### src/rtl/count_tracker.sv
// Sequence monitor for a 4-bit step/direction counter: infers step (1/2) and
// direction from consecutive enabled samples, locks on a stable mode and flags breaks.
module count_tracker #(
  parameter int unsigned LOCK_CNT = 3
) (
  input  logic       clk,
  input  logic       nrst,
  input  logic       en,
  input  logic [3:0] in,
  output logic       step,
  output logic       down,
  output logic       locked,
  output logic       err,
  output logic [7:0] err_cnt,
  output logic [1:0] dbg_state
);

  typedef enum logic [1:0] {
    ST_IDLE = 2'd0,
    ST_ACQ  = 2'd1,
    ST_LOCK = 2'd2
  } state_t;

  localparam logic [3:0] LP_LOCK = 4'(LOCK_CNT);

  state_t     r_state, w_state_n;
  logic [3:0] r_prev, w_prev_n;
  logic [1:0] r_cand, w_cand_n;
  logic [3:0] r_mcnt, w_mcnt_n;
  logic       r_step, w_step_n;
  logic       r_down, w_down_n;
  logic       r_locked, w_locked_n;
  logic       r_err, w_err_n;
  logic [7:0] r_err_cnt, w_err_cnt_n;

  logic [3:0] w_d;
  logic       w_valid;
  logic [1:0] w_class;
  logic [3:0] w_run;

  // Modular delta between this enabled sample and the previous enabled one.
  assign w_d = in - r_prev;

  always_comb begin
    w_valid = 1'b1;
    w_class = 2'b00;
    case (w_d)
      4'd1:    w_class = 2'b00;
      4'd2:    w_class = 2'b10;
      4'd15:   w_class = 2'b01;
      4'd14:   w_class = 2'b11;
      default: w_valid = 1'b0;
    endcase
  end

  // Run length after this sample while acquiring.
  always_comb begin
    w_run = 4'd0;
    if (w_valid) begin
      if ((r_mcnt == 4'd0) || (w_class != r_cand)) begin
        w_run = 4'd1;
      end else begin
        w_run = r_mcnt + 4'd1;
      end
    end
  end

  always_comb begin
    w_state_n   = r_state;
    w_prev_n    = r_prev;
    w_cand_n    = r_cand;
    w_mcnt_n    = r_mcnt;
    w_step_n    = r_step;
    w_down_n    = r_down;
    w_locked_n  = r_locked;
    w_err_n     = 1'b0;
    w_err_cnt_n = r_err_cnt;
    if (en) begin
      case (r_state)
        ST_IDLE: begin
          w_prev_n  = in;
          w_state_n = ST_ACQ;
        end
        ST_ACQ: begin
          w_prev_n = in;
          w_mcnt_n = w_run;
          if (w_run == 4'd1) begin
            w_cand_n = w_class;
          end
          if (w_run == LP_LOCK) begin
            w_state_n  = ST_LOCK;
            w_locked_n = 1'b1;
            w_step_n   = w_class[1];
            w_down_n   = w_class[0];
          end
        end
        ST_LOCK: begin
          w_prev_n = in;
          if (!(w_valid && (w_class == r_cand))) begin
            w_err_n    = 1'b1;
            w_locked_n = 1'b0;
            w_state_n  = ST_ACQ;
            if (r_err_cnt != 8'hff) begin
              w_err_cnt_n = r_err_cnt + 8'd1;
            end
            // The breaking delta seeds the next acquisition run.
            if (w_valid) begin
              w_cand_n = w_class;
              w_mcnt_n = 4'd1;
            end else begin
              w_mcnt_n = 4'd0;
            end
          end
        end
        default: w_state_n = ST_IDLE;
      endcase
    end
  end

  always_ff @(posedge clk or negedge nrst) begin
    if (!nrst) begin
      r_state   <= ST_IDLE;
      r_prev    <= 4'd0;
      r_cand    <= 2'd0;
      r_mcnt    <= 4'd0;
      r_step    <= 1'b0;
      r_down    <= 1'b0;
      r_locked  <= 1'b0;
      r_err     <= 1'b0;
      r_err_cnt <= 8'd0;
    end else begin
      r_state   <= w_state_n;
      r_prev    <= w_prev_n;
      r_cand    <= w_cand_n;
      r_mcnt    <= w_mcnt_n;
      r_step    <= w_step_n;
      r_down    <= w_down_n;
      r_locked  <= w_locked_n;
      r_err     <= w_err_n;
      r_err_cnt <= w_err_cnt_n;
    end
  end

  assign step      = r_step;
  assign down      = r_down;
  assign locked    = r_locked;
  assign err       = r_err;
  assign err_cnt   = r_err_cnt;
  assign dbg_state = r_state;

endmodule

### config.mk
export PLATFORM = sky130hd
export DESIGN_NAME = count_tracker
export DESIGN_NICKNAME = d
export VERILOG_FILES = /design/src/rtl/count_tracker.sv
export SDC_FILE = /design/constraint.sdc
export NUM_CORES = 1
export LEC_CHECK = 0
export BUFFER_PORTS_ARGS = -buffer_cell sky130_fd_sc_hd__buf_2
export CELL_PAD_IN_SITES_DETAIL_PLACEMENT = 2
export CELL_PAD_IN_SITES_GLOBAL_PLACEMENT = 2
export CORE_ASPECT_RATIO = 0.9
export CORE_MARGIN = 2
export CORE_UTILIZATION = 39
export CTS_CLUSTER_SIZE = 24
export DETAILED_ROUTE_END_ITERATION = 16
export PLACE_DENSITY_LB_ADDON = 0.1
export SLEW_MARGIN = 20
export SYNTH_ARGS = -nofsm -noshare
export SYNTH_HDL_FRONTEND = slang
export SYNTH_SLANG_ARGS = --single-unit
### constraint.sdc
create_clock -name clk -period 6.55 [get_ports clk]
set_input_delay 0.3275 -clock clk [delete_from_list [all_inputs] [get_ports clk]]
set_output_delay 0.3275 -clock clk [all_outputs]
set_load 0.1 [all_outputs]
==> flow_summary.toml, run 1 <==
[synthesis]
synthTopCellsByCount = "dfrtp_1 (24), inv_1 (14), nand2_1 (12)"
synth.most_common_cell = "dfrtp_1"
yosysSeqAreaShare_pct = 36.5
synth_top_area_share_pct = 36.5
ys_ff_latch = 24
synth_fa_ha_area_share_pct = 5.78
synth_cells = 167
ys.flop_type = "dfrtp_1"
avgSynthCellArea_um2 = 9.86
synth_cell_types = 50
synth_edf_count = 0
synth-xor-area-share_pct = 8.74
yosysTopAreaCell = "dfrtp_1"
synth_compound_area_share_pct = 21.6
netlist_area_um2 = 1650
synth-simple-area-share_pct = 19.0
synth.area.mux_share_pct = 4.10
synthArstFlopShare_pct = 100
yosysWarnings = 0
synth_top_family_by_area = "compound AO/OA/AOI/OAI gates"
ys_top_cells_by_area = "dfrtp_1 (36%), ha_1 (4.6%), mux2_2 (4.1%)"
synth_fp_nets = 181

[timing]
tns_ns = 0
fin_crit_ns = 3.19
fin_crit_sh_pct = 48.6
setup_viol = 0
hold_viol_final = 0
rsz0062_at_grt = "no"
tightest_slew_ns = 0.566
hold_slack_ns = 0.0330
max_slew_margin_pct = 62.3
finalClockSkew_ns = 0.00200
maxSlewViolCount = 0
timing.fmax_ghz = 0.314

[floorplanning]
start_util_pct = 40.4
die_x_um = 72.5
io_pins = 21
die_h_um = 65.6
die_area_um2 = 4760
core_area_um2 = 4070
rows = 22

[power]
finalPower_mw = 0.507
max-vdd-ir-drop_mv = 0.181
power.density_nw_per_um2 = 273
p_leak_nw = 0.890

[drt]
drc = 0
vias = 1363
wl_mm = 4.38
vias_per_cell = 5.80
wire_per_inst_um = 18.6
drt_iter0_markers = 31
firstDrtPassIters = 4
antenna_left = 0

[setup_path]
endpoint_kind = "register"
start_kind = "register"
required_ns = 6.71
cp.arrival_ns = 3.35
worstSetupPathType = "register to register"
cp_max_fo = 8

[grt]
gr-total-overflow = 0
grt_usage_pct = 20.8
grt_pass1_vias = 1528
grt_pass1_wl_mm = 7.69
grt_max_degree = 25
antenna_found_initial = 0

[clock_tree]
cts_buffer_depth = 2
cts.repair.resized = 0
htreeDepth = 1
cts_made_buffers = 3
clock_latency_ns = 0.27
clk_root_buffer_cell = "clkbuf_8"
cts.sinks = 24
clk_pin_slew_ns = 0.09
cts_hold_buf = 0
cts_tree = "done"
cts_setup_buffers = 0

[flow_run]
drv_cap = 0

[final_layout]
fillers = 460
drive_above_1_share_pct = 25.7
nNetsFinal = 202
final_util_pct = 45.6
diodes = 0
area_growth_syn_to_layout_pct = 12.9

[placement]
place_congestion = 0.782
place_hpwl_mm = 3.44
port_buffers = 20

[min_path]
hp-class = "input port to asynchronous set/reset pin"

[outcome]
status = "finished, final reports clean"
==> worst max-delay path, stage by stage, from the launching register on <==
cell      delay (ns)
dfrtp_1         0.39
ha_1            0.20
inv_1           0.07
fa_1            0.52
or3_1           0.43
a211oi_2        0.28
o21ai_0         0.20
a211o_2         0.42
a31oi_4         0.22
mux2_2          0.37
==> metrics by stage <==
stage	setup slack, ns	instances	area [µm²]
after detailed placement	3.25	231	1790
after global placement	3.36	231	1790
after floorplan	3.59	167	1650
after CTS	3.35	235	1860
after global routing	3.20	235	1860
final	3.36	235	1860
==> layer usage <==
metal / part of all wire (%) / track usage, % / wire length, µm / vias to the layer above
met4: 0.48 / 3.47 / 21 / 0
met3: 1.8 / 3.68 / 79 / 4
met5: 0 / 0 / 0 / -
met1: 48 / 26.7 / 2110 / 692
li1: - / - / - / 654
met2: 50 / 37.0 / 2180 / 13
==> power by group <==
part,internal (mW),total [mW],switching [mW]
Combinational,0.0653,0.190,0.125
Clock,0.0818,0.133,0.0509
Sequential,0.160,0.184,0.0232
==> state kept, by name (all words and copies together), names as in the netlist <==
name and flops:
dbg_state 2, down 1, err 1, err_cnt 8, locked 1, r_cand 2
r_mcnt 4, r_prev 4, step 1
==> cell type report <==
cell class / count / area [µm²] / share of cell area (%)
Inverter: 14 / 52.6 / 2.83
Timing Repair Buffer: 20 / 100 / 5.38
Tap cell: 48 / 60.1 / 3.23
Clock buffer: 3 / 41.3 / 2.22
Sequential cell: 24 / 601 / 32.3
Clock inverter: 1 / 30.0 / 1.62
Multi-Input combinational cell: 125 / 975 / 52.4
==> logic make-up after synthesis <==
family / after synthesis
AO/OA/AOI/OAI: 41
buffers and inverters: 18
multiplexers: 6
XOR/XNOR: 13
adder cells (fa/ha/maj): 7
AND/OR/NAND/NOR: 58
flip-flops: 24
==> cell usage in the layout, fill, tap and decap left out, types with 7 or more instances in the layout <==
cell / n
xor2_1: 7
buf_2: 20
dfrtp_1: 24
nand3_1: 11
nor2_1: 8
nand2_1: 12
nor3_1: 7
inv_1: 14
==> final timing paths <==
path	cells after the start	end	slack, ns	startpoint
worst max-delay path	9	step$_DFFE_PN0P_	3.36	r_prev[0]$_DFFE_PN0P_
worst min-delay path	1	r_prev[2]$_DFFE_PN0P_	0.03	nrst
worst max register to register	9	step$_DFFE_PN0P_	3.36	r_prev[0]$_DFFE_PN0P_
worst min register to register	1	locked$_DFFE_PN0P_	0.50	locked$_DFFE_PN0P_
max in group asynchronous	1	err_cnt[0]$_DFFE_PN0P_	6.14	nrst
min in group clk	3	r_prev[2]$_DFFE_PN0P_	0.29	in[2]
(Power assumes the default switching activity.)
==> run 2, diff against run 1 <==
- ABC_AREA: unset -> 1
- CORE_UTILIZATION: 39 -> 31
- clock period: 6.55 -> 2.6 ns (I/O delays scaled with it)
==> run 2 against run 1 <==
Via count fell by 0.22%; die area increased by 17%; utilization fell by 4.6 points; critical path depth increased by 7; clock skew rose by 0.0076 ns; design area grew 6.7%; clock power rose to 2.6 times the previous value; combinational power grew to 3.4 times the previous value; routed wire length up 3.2%; non-clock buffer count up 13; synthesized cell count increased by 9.0%; sequential share of layout area decreased by 2.0 points.
==> flow_summary.toml, run 2 <==
[min_path]
min-delay-start = "in[2]"
hold-path-cell-count = 3
hp-class = "input port to register"
whs_endpoint = "r_prev[2]$_DFFE_PN0P_"

[final_layout]
largest_reg_flops = 8
layout_common_cells = "nand2_1 (29), dfrtp_1 (24), inv_1 (22), buf_2 (20), nor2_1 (15)"
diodes = 0
design_area_um2 = 1980
seq_area_um2 = 601
mostFrequentLayoutCell = "nand2_1"
multiInputGateArea_um2 = 925
area_growth_syn_to_layout_pct = 28.1
fillers = 564
nNetsFinal = 234
drive_above_1_share_pct = 36.1

[setup_path]
worstSetupPathType = "register to register"
cp_max_fo = 6
start_kind = "register"
cp.arrival_ns = 2.73
r2r_setup_slack_ns = 0.06
worstReg2RegEnd = "r_cand[0]$_DFFE_PN0P_"
reg2reg_depth = 16
rr_startpoint = "r_prev[0]$_DFFE_PN0P_"
required_ns = 2.78
endpoint_kind = "register"

[placement]
port_buffers = 20
place_hpwl_mm = 3.33
place_congestion = 0.834
dp_slack_ns = -0.0377
dpl_cell_area_um2 = 1730

[synthesis]
synth_top_area_share_pct = 38.8
synth.area.mux_share_pct = 1.46
synthArstFlopShare_pct = 100
synth.most_common_cell = "nand2_1"
ys.flop_type = "dfrtp_1"
synth_top_family_by_area = "simple AND/OR/NAND/NOR gates"
ys_top_cells_by_area = "dfrtp_1 (39%), nand2_1 (7.8%), inv_1 (5.8%)"
ys_ff_latch = 24
netlist_area_um2 = 1550
synth-xor-area-share_pct = 5.58
synthTopCellsByCount = "nand2_1 (32), dfrtp_1 (24), inv_1 (24)"
yosysSeqAreaShare_pct = 38.8
avgSynthCellArea_um2 = 8.50
synth_fa_ha_area_share_pct = 6.14
synth-simple-area-share_pct = 34.8
yosysWarnings = 0
synth_fp_nets = 196
synth_cells = 182
yosysTopAreaCell = "dfrtp_1"
synth_compound_area_share_pct = 6.47
synth_cell_types = 29
synth_edf_count = 0

[clock_tree]
htreeDepth = 1
cts_tree = "done"
cts.sinks = 24
clk_pin_slew_ns = 0.10
clock_latency_ns = 0.28
cts_buffer_depth = 2
cts_made_buffers = 3
clk_root_buffer_cell = "clkbuf_8"

[floorplanning]
start_util_pct = 32.0
die_area_um2 = 5570
io_pins = 21
die_h_um = 71.0
rows = 24
die_x_um = 78.5
core_area_um2 = 4830

[drt]
wl_mm = 4.52
firstDrtPassIters = 3
vias_per_cell = 4.79
drc = 0
antenna_left = 0
wire_per_inst_um = 15.9
drt_iter0_markers = 35
vias = 1360

[timing]
finalClockSkew_ns = 0.00961
tns_ns = 0
timing.fmax_ghz = 0.393
setup_slack_ns = 0.0564
tightest_slew_ns = 0.566
setup_viol = 0
rsz0062_at_grt = "yes"
maxSlewViolCount = 0
fin_crit_sh_pct = 97.8
hold_viol_final = 0
fin_crit_ns = 2.54
max_slew_margin_pct = 62.3

[grt]
grt_usage_pct = 16.1
grt_max_degree = 25
gr-total-overflow = 0
antenna_found_initial = 0
grt_pass1_wl_mm = 7.05
grt_pass1_vias = 1448

[power]
max-vdd-ir-drop_mv = 0.255
finalPower_mw = 1.44
power.density_nw_per_um2 = 724
p_leak_nw = 1.01

[flow_run]
drv_cap = 0

[outcome]
status = "finished, final reports clean"
## run 2: cell types whose count changed in the layout (fill, tap and decap cells not counted), sizes merged, moves of 4 or more
| cell | delta |
|---|---|
| buf | +12 |
| inv | +14 |
| mux2 | -4 |
| nand2 | +30 |
| nand3 | +11 |
| nor2 | +11 |
| nor3 | -6 |
## run 2: worst max path at each step
stage                           from                endpoint  slack (ns)  cells after the start
6_report       r_prev[0]$_DFFE_PN0P_   r_cand[0]$_DFFE_PN0P_        0.06                     16
5_1_grt        r_prev[0]$_DFFE_PN0P_        down$_DFFE_PN0P_       -0.10                     14
4_1_cts        r_prev[0]$_DFFE_PN0P_        down$_DFFE_PN0P_       0.002                     15
3_5_place_dp   r_prev[0]$_DFFE_PN0P_   r_cand[0]$_DFFE_PN0P_       -0.04                     16
3_3_place_gp   r_prev[0]$_DFFE_PN0P_   r_cand[0]$_DFFE_PN0P_        0.07                     16
2_1_floorplan  r_prev[0]$_DFFE_PN0P_  err_cnt[6]$_DFFE_PN0P_        0.26                     14
## run 2: critical path, cell delays in order, from the launching register on
cell and delay (ns):
dfrtp_1 0.37, ha_2 0.18, inv_2 0.05, fa_2 0.39
xor2_4 0.24, inv_2 0.08, nand3_2 0.09, o21bai_1 0.14
nand2_2 0.19, nand2_4 0.14, nor2_4 0.05, nor2_4 0.18
nand2_2 0.10, nand2_4 0.08, nand2_2 0.05, nand2_1 0.05
nand2_1 0.04
## run 2: timing repair
action / CTS / global route
endpoints found under the setup margin: 7 / 11
buffers inserted: 1 / 11
pin swaps: 2 / 11
hold buffers: 1 / 0
endpoints found under the hold margin: 24 / 0
resized for setup: 2 / 18
## run 2: where the power goes
| part | internal, mW | leakage (nW) | switching, mW |
|---|---|---|---|
| registers | 0.412 | 0.317 | 0.0352 |
| logic | 0.213 | 0.659 | 0.434 |
| clock network | 0.206 | 0.0357 | 0.137 |
## run 2: cells by family after synthesis
| family | Yosys count |
|---|---|
| flip-flops | 24 |
| buffers and inverters | 28 |
| AO/OA/AOI/OAI | 18 |
| multiplexers | 2 |
| adder cells (fa/ha/maj) | 7 |
| AND/OR/NAND/NOR | 94 |
| XOR/XNOR | 9 |
## run 2: through the flow
stage	hold slack, ns	utilization, %	std cells
after floorplan	-0.166	-	182
after global placement	0.152	35.8	267
after detailed placement	0.162	35.8	267
after CTS	0.120	37.7	273
after global routing	0.154	41.0	284
final	0.133	41.0	284
## run 2: per-layer routing
metal / GRT usage [%] / vias up / share of wire, %
met5: 0 / - / 0
met3: 2.68 / 5 / 2.1
met1: 19.5 / 683 / 41
met2: 30.3 / 14 / 56
li1: - / 658 / -
met4: 2.92 / 0 / 0.80
## run 2: cell type report
cell class | count | share of cell area, %
inverter | 28 | 5.30
tap | 65 | 4.10
sequential | 24 | 30.3
timing repair buffer | 33 | 10.1
clock buffer | 3 | 2.08
multi-input combinational | 130 | 46.6
clock inverter | 1 | 1.51
